File: src/rtl/sm3_arb_pkg.sv
// Shared types and widths for the SM3 message arbiter: FSM encoding, bus widths
// and the channel-id width helper.
package sm3_arb_pkg;

    localparam int DATA_W   = 64;
    localparam int KEEP_W   = 8;
    localparam int DIGEST_W = 256;

    typedef enum logic [3:0] {
        ST_IDLE   = 4'b0001,
        ST_STREAM = 4'b0010,
        ST_WAIT   = 4'b0100,
        ST_DONE   = 4'b1000
    } state_e;

    // Never narrower than one bit, so a 2-channel build still has an id.
    function automatic int CH_ID_W(input int n_ch);
        return (n_ch > 2) ? $clog2(n_ch) : 1;
    endfunction

endpackage

File: src/rtl/rr_arbiter.sv
// Combinational round-robin pick: first requesting channel strictly after
// last_gnt_i, wrapping modulo N_CH.
module rr_arbiter #(
    parameter int N_CH = 4,
    parameter int CH_W = 2
) (
    input  logic [N_CH-1:0] req_i,
    input  logic [CH_W-1:0] last_gnt_i,
    output logic [CH_W-1:0] gnt_id_o,
    output logic            any_req_o
);

    logic [CH_W-1:0] cand;

    // Walk from farthest to nearest so the nearest requester wins the last write.
    always_comb begin
        gnt_id_o = '0;
        cand     = '0;
        for (int k = N_CH; k >= 1; k--) begin
            cand = CH_W'((int'(last_gnt_i) + k) % N_CH);
            if (req_i[cand]) begin
                gnt_id_o = cand;
            end
        end
        any_req_o = |req_i;
    end

endmodule

File: src/rtl/sm3_msg_arbiter.sv
// Message-level round-robin scheduler sharing one SM3 core among N_CH streams;
// returns each digest tagged with the channel that produced its message.
module sm3_msg_arbiter
    import sm3_arb_pkg::*;
#(
    parameter int N_CH        = 4,
    parameter int TIMEOUT_CYC = 4096
) (
    input  logic                        clk,
    input  logic                        rst_n,
    input  logic [N_CH*DATA_W-1:0]      ch_data_i,
    input  logic [N_CH*KEEP_W-1:0]      ch_keep_i,
    input  logic [N_CH-1:0]             ch_valid_i,
    input  logic [N_CH-1:0]             ch_last_i,
    output logic [N_CH-1:0]             ch_ready_o,
    output logic [DATA_W-1:0]           core_data_o,
    output logic [KEEP_W-1:0]           core_keep_o,
    output logic                        core_valid_o,
    output logic                        core_last_o,
    input  logic                        core_ready_i,
    input  logic                        core_dout_valid_i,
    input  logic [DIGEST_W-1:0]         core_dout_i,
    output logic [DIGEST_W-1:0]         digest_o,
    output logic [CH_ID_W(N_CH)-1:0]    digest_ch_o,
    output logic                        digest_valid_o,
    input  logic                        digest_ready_i,
    output logic                        busy_o,
    output logic                        err_timeout_o,
    output logic                        err_spurious_o
);

    localparam int              CH_W     = CH_ID_W(N_CH);
    localparam int              CNT_W    = $clog2(TIMEOUT_CYC) + 1;
    localparam logic [CNT_W-1:0] CNT_LAST = CNT_W'(TIMEOUT_CYC - 1);
    localparam logic [CH_W-1:0]  GNT_RST  = CH_W'(N_CH - 1);

    logic [DATA_W-1:0] ch_data [N_CH];
    logic [KEEP_W-1:0] ch_keep [N_CH];

    generate
        for (genvar gi = 0; gi < N_CH; gi++) begin : g_unpack
            assign ch_data[gi] = ch_data_i[gi*DATA_W +: DATA_W];
            assign ch_keep[gi] = ch_keep_i[gi*KEEP_W +: KEEP_W];
        end
    endgenerate

    state_e              state_q, state_d;
    logic [CH_W-1:0]     gnt_q, gnt_d;
    logic [CH_W-1:0]     last_gnt_q, last_gnt_d;
    logic [CH_W-1:0]     digest_ch_q, digest_ch_d;
    logic [DIGEST_W-1:0] digest_q, digest_d;
    logic [CNT_W-1:0]    wd_cnt_q, wd_cnt_d;
    logic                err_timeout_q, err_timeout_d;
    logic                err_spurious_q, err_spurious_d;
    logic [CH_W-1:0]     pick_id;
    logic                any_req;
    logic                xfer;

    rr_arbiter #(
        .N_CH (N_CH),
        .CH_W (CH_W)
    ) u_rr (
        .req_i      (ch_valid_i),
        .last_gnt_i (last_gnt_q),
        .gnt_id_o   (pick_id),
        .any_req_o  (any_req)
    );

    always_ff @(posedge clk or negedge rst_n) begin
        if (!rst_n) begin
            state_q        <= ST_IDLE;
            gnt_q          <= '0;
            last_gnt_q     <= GNT_RST;
            digest_ch_q    <= '0;
            digest_q       <= '0;
            wd_cnt_q       <= '0;
            err_timeout_q  <= 1'b0;
            err_spurious_q <= 1'b0;
        end else begin
            state_q        <= state_d;
            gnt_q          <= gnt_d;
            last_gnt_q     <= last_gnt_d;
            digest_ch_q    <= digest_ch_d;
            digest_q       <= digest_d;
            wd_cnt_q       <= wd_cnt_d;
            err_timeout_q  <= err_timeout_d;
            err_spurious_q <= err_spurious_d;
        end
    end

    always_comb begin
        state_d        = state_q;
        gnt_d          = gnt_q;
        last_gnt_d     = last_gnt_q;
        digest_ch_d    = digest_ch_q;
        digest_d       = digest_q;
        wd_cnt_d       = wd_cnt_q;
        err_timeout_d  = 1'b0;
        err_spurious_d = core_dout_valid_i && (state_q != ST_WAIT);
        case (state_q)
            ST_IDLE: begin
                if (any_req) begin
                    gnt_d   = pick_id;
                    state_d = ST_STREAM;
                end
            end
            ST_STREAM: begin
                if (xfer && ch_last_i[gnt_q]) begin
                    last_gnt_d = gnt_q;
                    wd_cnt_d   = '0;
                    state_d    = ST_WAIT;
                end
            end
            ST_WAIT: begin
                wd_cnt_d = wd_cnt_q + CNT_W'(1);
                if (core_dout_valid_i) begin
                    digest_d    = core_dout_i;
                    digest_ch_d = gnt_q;
                    state_d     = ST_DONE;
                end else if (wd_cnt_q == CNT_LAST) begin
                    // The late digest, if any, is dropped; last_gnt already moved on.
                    err_timeout_d = 1'b1;
                    state_d       = ST_IDLE;
                end
            end
            ST_DONE: begin
                if (digest_ready_i) begin
                    state_d = ST_IDLE;
                end
            end
            default: state_d = ST_IDLE;
        endcase
    end

    always_comb begin
        core_data_o  = '0;
        core_keep_o  = '0;
        core_valid_o = 1'b0;
        core_last_o  = 1'b0;
        ch_ready_o   = '0;
        xfer         = 1'b0;
        if (state_q == ST_STREAM) begin
            core_data_o       = ch_data[gnt_q];
            core_keep_o       = ch_keep[gnt_q];
            core_last_o       = ch_last_i[gnt_q];
            core_valid_o      = ch_valid_i[gnt_q];
            ch_ready_o[gnt_q] = core_ready_i;
            xfer              = ch_valid_i[gnt_q] && core_ready_i;
        end
    end

    assign digest_o       = digest_q;
    assign digest_ch_o    = digest_ch_q;
    assign digest_valid_o = (state_q == ST_DONE);
    assign busy_o         = (state_q != ST_IDLE);
    assign err_timeout_o  = err_timeout_q;
    assign err_spurious_o = err_spurious_q;

endmodule

File: config.mk
export PLATFORM = sky130hd
export DESIGN_NAME = sm3_msg_arbiter
export DESIGN_NICKNAME = d
export VERILOG_FILES = /design/src/rtl/sm3_arb_pkg.sv /design/src/rtl/rr_arbiter.sv /design/src/rtl/sm3_msg_arbiter.sv
export SDC_FILE = /design/constraint.sdc
export NUM_CORES = 1
export LEC_CHECK = 0
export CORE_AREA = 2 2 346 348
export DETAILED_ROUTE_END_ITERATION = 10
export DIE_AREA = 0 0 348 350
export SLEW_MARGIN = 20
export SYNTH_ARGS = -nofsm -noshare
export SYNTH_HDL_FRONTEND = slang
export SYNTH_SLANG_ARGS = --single-unit
File: constraint.sdc
create_clock -name clk -period 2.52 [get_ports clk]
set_input_delay 0.504 -clock clk [delete_from_list [all_inputs] [get_ports clk]]
set_output_delay 0.504 -clock clk [all_outputs]
set_load 0.02 [all_outputs]
After elaboration in Yosys (flattened, before gate mapping)
Cells that the tools add are included.
{"block": "classes", "add_sub_neg": 5, "mul": 0, "n_div": 0, "n_lt_le_gt_ge": 7, "n_eq_ne": 11, "shift": 0, "mux": 41, "n_bitwise": 2, "n_reduce_logical": 11}
{"operator": "two-way mux 64 bit", "n": 3}
{"operator": "binary-select mux 64 bit (select 2 bit)", "n": 1}
{"operator": "case mux 13 bit (2 select lines)", "n": 1}
{"operator": "two-way mux 4 bit", "n": 6}
{"operator": "two-way mux 8 bit", "n": 3}
{"operator": "binary-select mux 8 bit (select 2 bit)", "n": 1}
{"operator": "case mux 4 bit (4 select lines)", "n": 1}
{"operator": "less-than comparator 2 x 3 -> 1 bit (second input constant)", "n": 5}
{"operator": "adder 13 x 1 -> 13 bit (second input constant)", "n": 1}
{"operator": "equality test 13 x 12 -> 1 bit (second input constant)", "n": 1}
{"operator": "two-way mux 1 bit", "n": 13}
{"operator": "two-way mux 13 bit", "n": 1}
{"operator": "binary-select mux 1 bit (select 2 bit)", "n": 6}
{"operator": "two-way mux 2 bit", "n": 4}
{"operator": "AND reduction 2 bit", "n": 4}
{"operator": "adder 2 x 1 -> 2 bit (second input constant)", "n": 2}
{"operator": "adder 2 bit (second input constant)", "n": 2}
{"operator": "AND 4 bit", "n": 1}
{"operator": "equality test 4 x 1 -> 1 bit (second input constant)", "n": 1}
{"operator": "equality test 4 x 2 -> 1 bit (second input constant)", "n": 1}
{"operator": "equality test 4 x 3 -> 1 bit (second input constant)", "n": 1}
{"operator": "equality test 4 bit (second input constant)", "n": 1}
{"operator": "logical AND 1 bit", "n": 4}
{"operator": "!= test 2 bit (second input constant)", "n": 2}
{"operator": "other kinds (11)", "n": 11}
{"block": "totals", "regBits": 281, "latch_bits": 0, "ramBits": 0, "mem_bits_ro": 0, "output_inout_bits": 340, "word_cells": 85, "memories": 0}

Longest topological paths before layout
{"block": "depth", "depth_word": 7, "mapped_depth": 6}

Cells and area by module
Synthesis repeated with hierarchy kept, for this count alone.
{"block": "hier_totals", "cells_unflattened": 845, "hier_area_um2": 13133.8}
{"mod": "sm3_msg_arbiter", "n_inst": 1, "cells_each": 831, "area_each_um2": 13042.5, "seq_area_each_um2": 7035.5}
{"mod": "rr_arbiter", "n_inst": 1, "cells_each": 14, "area_each_um2": 91.3, "seq_area_each_um2": 0.0}

Least setup slack after synthesis
Ideal clock, no wire load.
{"block": "synth_path", "kind": "flip-flop to output port", "start": "register state_q[3]", "end": "output port ch_ready_o[2]", "t_arrival_ns": 1.872, "t_required_ns": 2.016, "setup_slack_ns": 0.144, "stages_incl_launch_ff": 4, "path_cell_list": "dfrtp_1 > nor4b_1 > nand2_1 > nor3b_1"}
{"block": "synth_via", "elab_chain_cells": 2}
{"item": "start, declared", "line": "sm3_msg_arbiter.sv:47", "text": "state_e state_q, state_d;"}
{"item": "start signal, assigned", "line": "sm3_msg_arbiter.sv:80", "text": "state_q <= state_d;"}
{"item": "equality test 4 x 2 -> 1 bit", "line": "sm3_msg_arbiter.sv:142", "text": "if (state_q == ST_STREAM) begin"}
{"item": "two-way mux 4 bit", "line": "sm3_msg_arbiter.sv:142"}
{"item": "end, declared", "line": "sm3_msg_arbiter.sv:15", "text": "output logic [N_CH-1:0] ch_ready_o,"}
No other way between the ends.

Worst setup path in the final report
{"block": "layout_path", "start": "register gnt_q[0]", "end": "output port core_keep_o[6]"}
{"block": "layout_via", "elab_chain_cells": 5}
{"item": "start, declared", "line": "sm3_msg_arbiter.sv:48", "text": "logic [CH_W-1:0] gnt_q, gnt_d;"}
{"item": "start signal, assigned", "line": "sm3_msg_arbiter.sv:81", "text": "gnt_q <= gnt_d;"}
{"item": "NOT 2 -> 3 bit (not written as such)", "line": "sm3_msg_arbiter.sv:144", "text": "core_keep_o = ch_keep[gnt_q];"}
{"item": "binary-select mux 8 bit (select 2 bit)", "line": "sm3_msg_arbiter.sv:144"}
{"item": "two-way mux 8 bit (not written as such) (2 in a row)", "line": "sm3_msg_arbiter.sv:144"}
{"item": "two-way mux 8 bit", "line": "sm3_msg_arbiter.sv:142"}
{"item": "end, declared", "line": "sm3_msg_arbiter.sv:17", "text": "output logic [KEEP_W-1:0] core_keep_o,"}
No other way between the ends. The select of a mux whose other input is x is not followed.

==> metrics.txt <==
status complete, but fails checks; violated checks setup timing; Starting Density 11.0%; Buffers on Ports 896; Critical Path AT 2.30 ns; CTS H-tree lvls 2; Core Region 0.118 mm²; Synth top area share 53.7%; clock skew 0.0392 ns; met3 Use GR 4.75%; Cell variety after synth 43; TritonRoute pass-1 iters 4; final hold vios 0; Worst Slack Setup Final -0.288 ns; syn_area_per_cell 15.3 µm²; DR iter-0 viols 484; grt total ovfl 0; main flop type after synthesis dfrtp_1; most instantiated library cell after synthesis dfrtp_1; Placed Instances 3,277; Power, Total 24.9 mW; launching element type of the critical path flop; Chip Width 348 µm; r2r endpoint wd_cnt_q[7]$_DFFE_PN0P_; fmax 356 MHz; ys async rst share 100%; drt total wl 80,500 µm; HP Class primary input to asynchronous set/reset pin; number of synthesized flops with an enable pin 0; first-pass GRT wire length 104,000 µm; die height 350 µm; peak supply drop 556 µV; RSZ-0062 raised after global routing true; top cells by area, synth dfrtp_1, mux2_2, mux4_2, and2_1, buf_2; share of cells above drive strength 1 35.3%; Final min period 2.81 ns; reg2reg start gnt_q[0]$_DFFE_PN0P_; DIE AREA 0.122 mm²; syn_nets 1,405; final-report max-slew violation count 0; TritonCTS clock tree built; top cells by count, synth dfrtp_1, mux2_2, and2_1; vias per cell 3.45; row cnt 126; Setup crit end kind primary output; Longest Clk Path Bufs 3; final cell count without fillers 3,388; GPL Wtd Cong 0.800; vias in the first global route 12,400; Yosys Warn Count 0; GRT Total Usage 12.4%; Static Leak 11.3 nW; Routed wire per std cell 23.7 µm; Cell Pwr Density 942 mW/mm²; M2 GR Usage 22.5%; post-synthesis sequential area ratio 54.3%; worst setup path class flop to primary output; Register-to-Register Path Depth 10; setup violators final 75; FF-to-FF setup slack 0.18 ns; clk sinks 281; Synth Instances 847; period utilisation layout 111%; layout net count 2,373; Root Buffer clkbuf_16; # IOs 897; CTS buffer count 39; area of the multi-input gates 0.00591 mm²; synthesized area 0.0130 mm²; initial antenna violation count 29; drt drc 0; Layout fillers 12,500; via count 11,700; clock-pin slew on the worst setup and hold paths 0.06 ns; GRT met1 Usage 13.1%; post-detail-place hpwl 66,900 µm; global routing's busiest layer met2; cell taking the most area after synthesis dfrtp_1; Max-slew headroom 61.8%; #FFs+latches synth 281; Final Core Density 22.5%; Req. time, crit path 2.02 ns; worst skew pair latency 0.57 ns; remaining antenna violation count after routing 0; Worst Path Max Fanout 5; largest net degree at the start of global routing 75; Slew @ Worst Pin 0.567 ns; synthesis-to-finish area growth 104%; max cap viols 0; Storage cell area 0.00704 mm²
==> power breakdown <==
part	internal [mW]	total (mW)	switching, mW
combinational	6.75	12.8	6.01
sequential	5.73	6.49	0.765
clock	3.46	5.66	2.19
total	15.9	24.9	8.97
==> worst max-delay path: stages (launching register included) <==
cell	delay (ns)
dfrtp_4	0.51
buf_6	0.14
buf_12	0.13
buf_16	0.13
mux4_2	0.50
and2_4	0.20
buf_6	0.12
==> flip-flops by register name, summed over array words and instances, names as in the netlist <==
register	count
digest_ch_o	2
digest_o	256
err_spurious_o	1
err_timeout_o	1
gnt_q	2
last_gnt_q	2
state_q	4
wd_cnt_q	13
==> layer usage <==
| layer | up-vias | share of wire, % |
|---|---|---|
| met2 | 598 | 52 |
| met3 | 113 | 9.1 |
| li1 | 5095 | - |
| met1 | 5840 | 35 |
| met4 | 28 | 3.3 |
| met5 | - | 0.21 |
==> cell usage in the layout (no fill, tap or decap), drive strengths merged, types with 5 or more instances in the layout <==
cell type / Yosys / routed
nand2: 12 / 12
o21ai: 7 / 7
dfrtp: 278 / 278
mux4: 74 / 74
nor2: 10 / 10
inv: 2 / 5
and2: 75 / 75
mux2: 261 / 261
nand4: 5 / 5
clkinv: 0 / 10
clkdlybuf4s50: 0 / 814
clkbuf: 24 / 55
diode: 0 / 8
nand3: 12 / 12
buf: 34 / 167
bufinv: 0 / 5
==> logic make-up (layout without fill, tap and decap cells) <==
logic type | count (synthesis) | in the layout | share of synthesized area, %
other cells | 0 | 8 | 0
fa+ha+maj | 1 | 1 | 0.0965
compound gates | 25 | 25 | 1.25
simple gates | 141 | 141 | 6.59
xor+xnor | 2 | 2 | 0.135
buf+inv | 60 | 1057 | 1.97
flops | 281 | 281 | 54.3
mux | 337 | 337 | 35.7
==> stage by stage <==
stage	TNS [ns]	setup slack, ns	instance area, µm²	hold slack [ns]
after CTS	-21.17	-0.384	26100	0.429
after global placement	-2.41	-0.240	24200	0.463
final	-15.09	-0.288	26400	0.445
after floorplan	0	0.144	13000	0.208
after global routing	-22.48	-0.373	26400	0.445
after detailed placement	-2.40	-0.236	24200	0.464
==> area by class of cell <==
class | instances | share of cell area, %
flip-flops and latches | 281 | 26.6
repair buffers | 985 | 38.8
well taps | 1536 | 7.27
clock buffers | 52 | 3.99
multi-input cells | 506 | 22.4
inverters | 2 | 0.0284
diodes | 8 | 0.0757
clock inverters | 18 | 0.880
==> worst max path at each step <==
stage / startpoint / endpoint / slack (ns)
after floorplan: state_q[3]$_DFFE_PN0P_ / ch_ready_o[2] / 0.14
after global placement: ch_data_i[44] / core_data_o[44] / -0.24
after detailed placement: ch_data_i[44] / core_data_o[44] / -0.24
after CTS: gnt_q[0]$_DFFE_PN0P_ / core_data_o[27] / -0.38
after global routing: gnt_q[0]$_DFFE_PN0P_ / core_data_o[18] / -0.37
final: gnt_q[0]$_DFFE_PN0P_ / core_keep_o[6] / -0.29
==> repair_timing <==
action | 4_1_cts | 5_1_grt
gates resized for setup | 252 | 51
gates cloned | 4 | 5
setup buffers | 11 | 13
endpoints found under the setup margin | 79 | 78
endpoints found under the hold margin | 42 | 0
hold buffers | 1 | 0
pin swaps | 17 | 49
No activity file was read; power rests on OpenSTA's default activity.
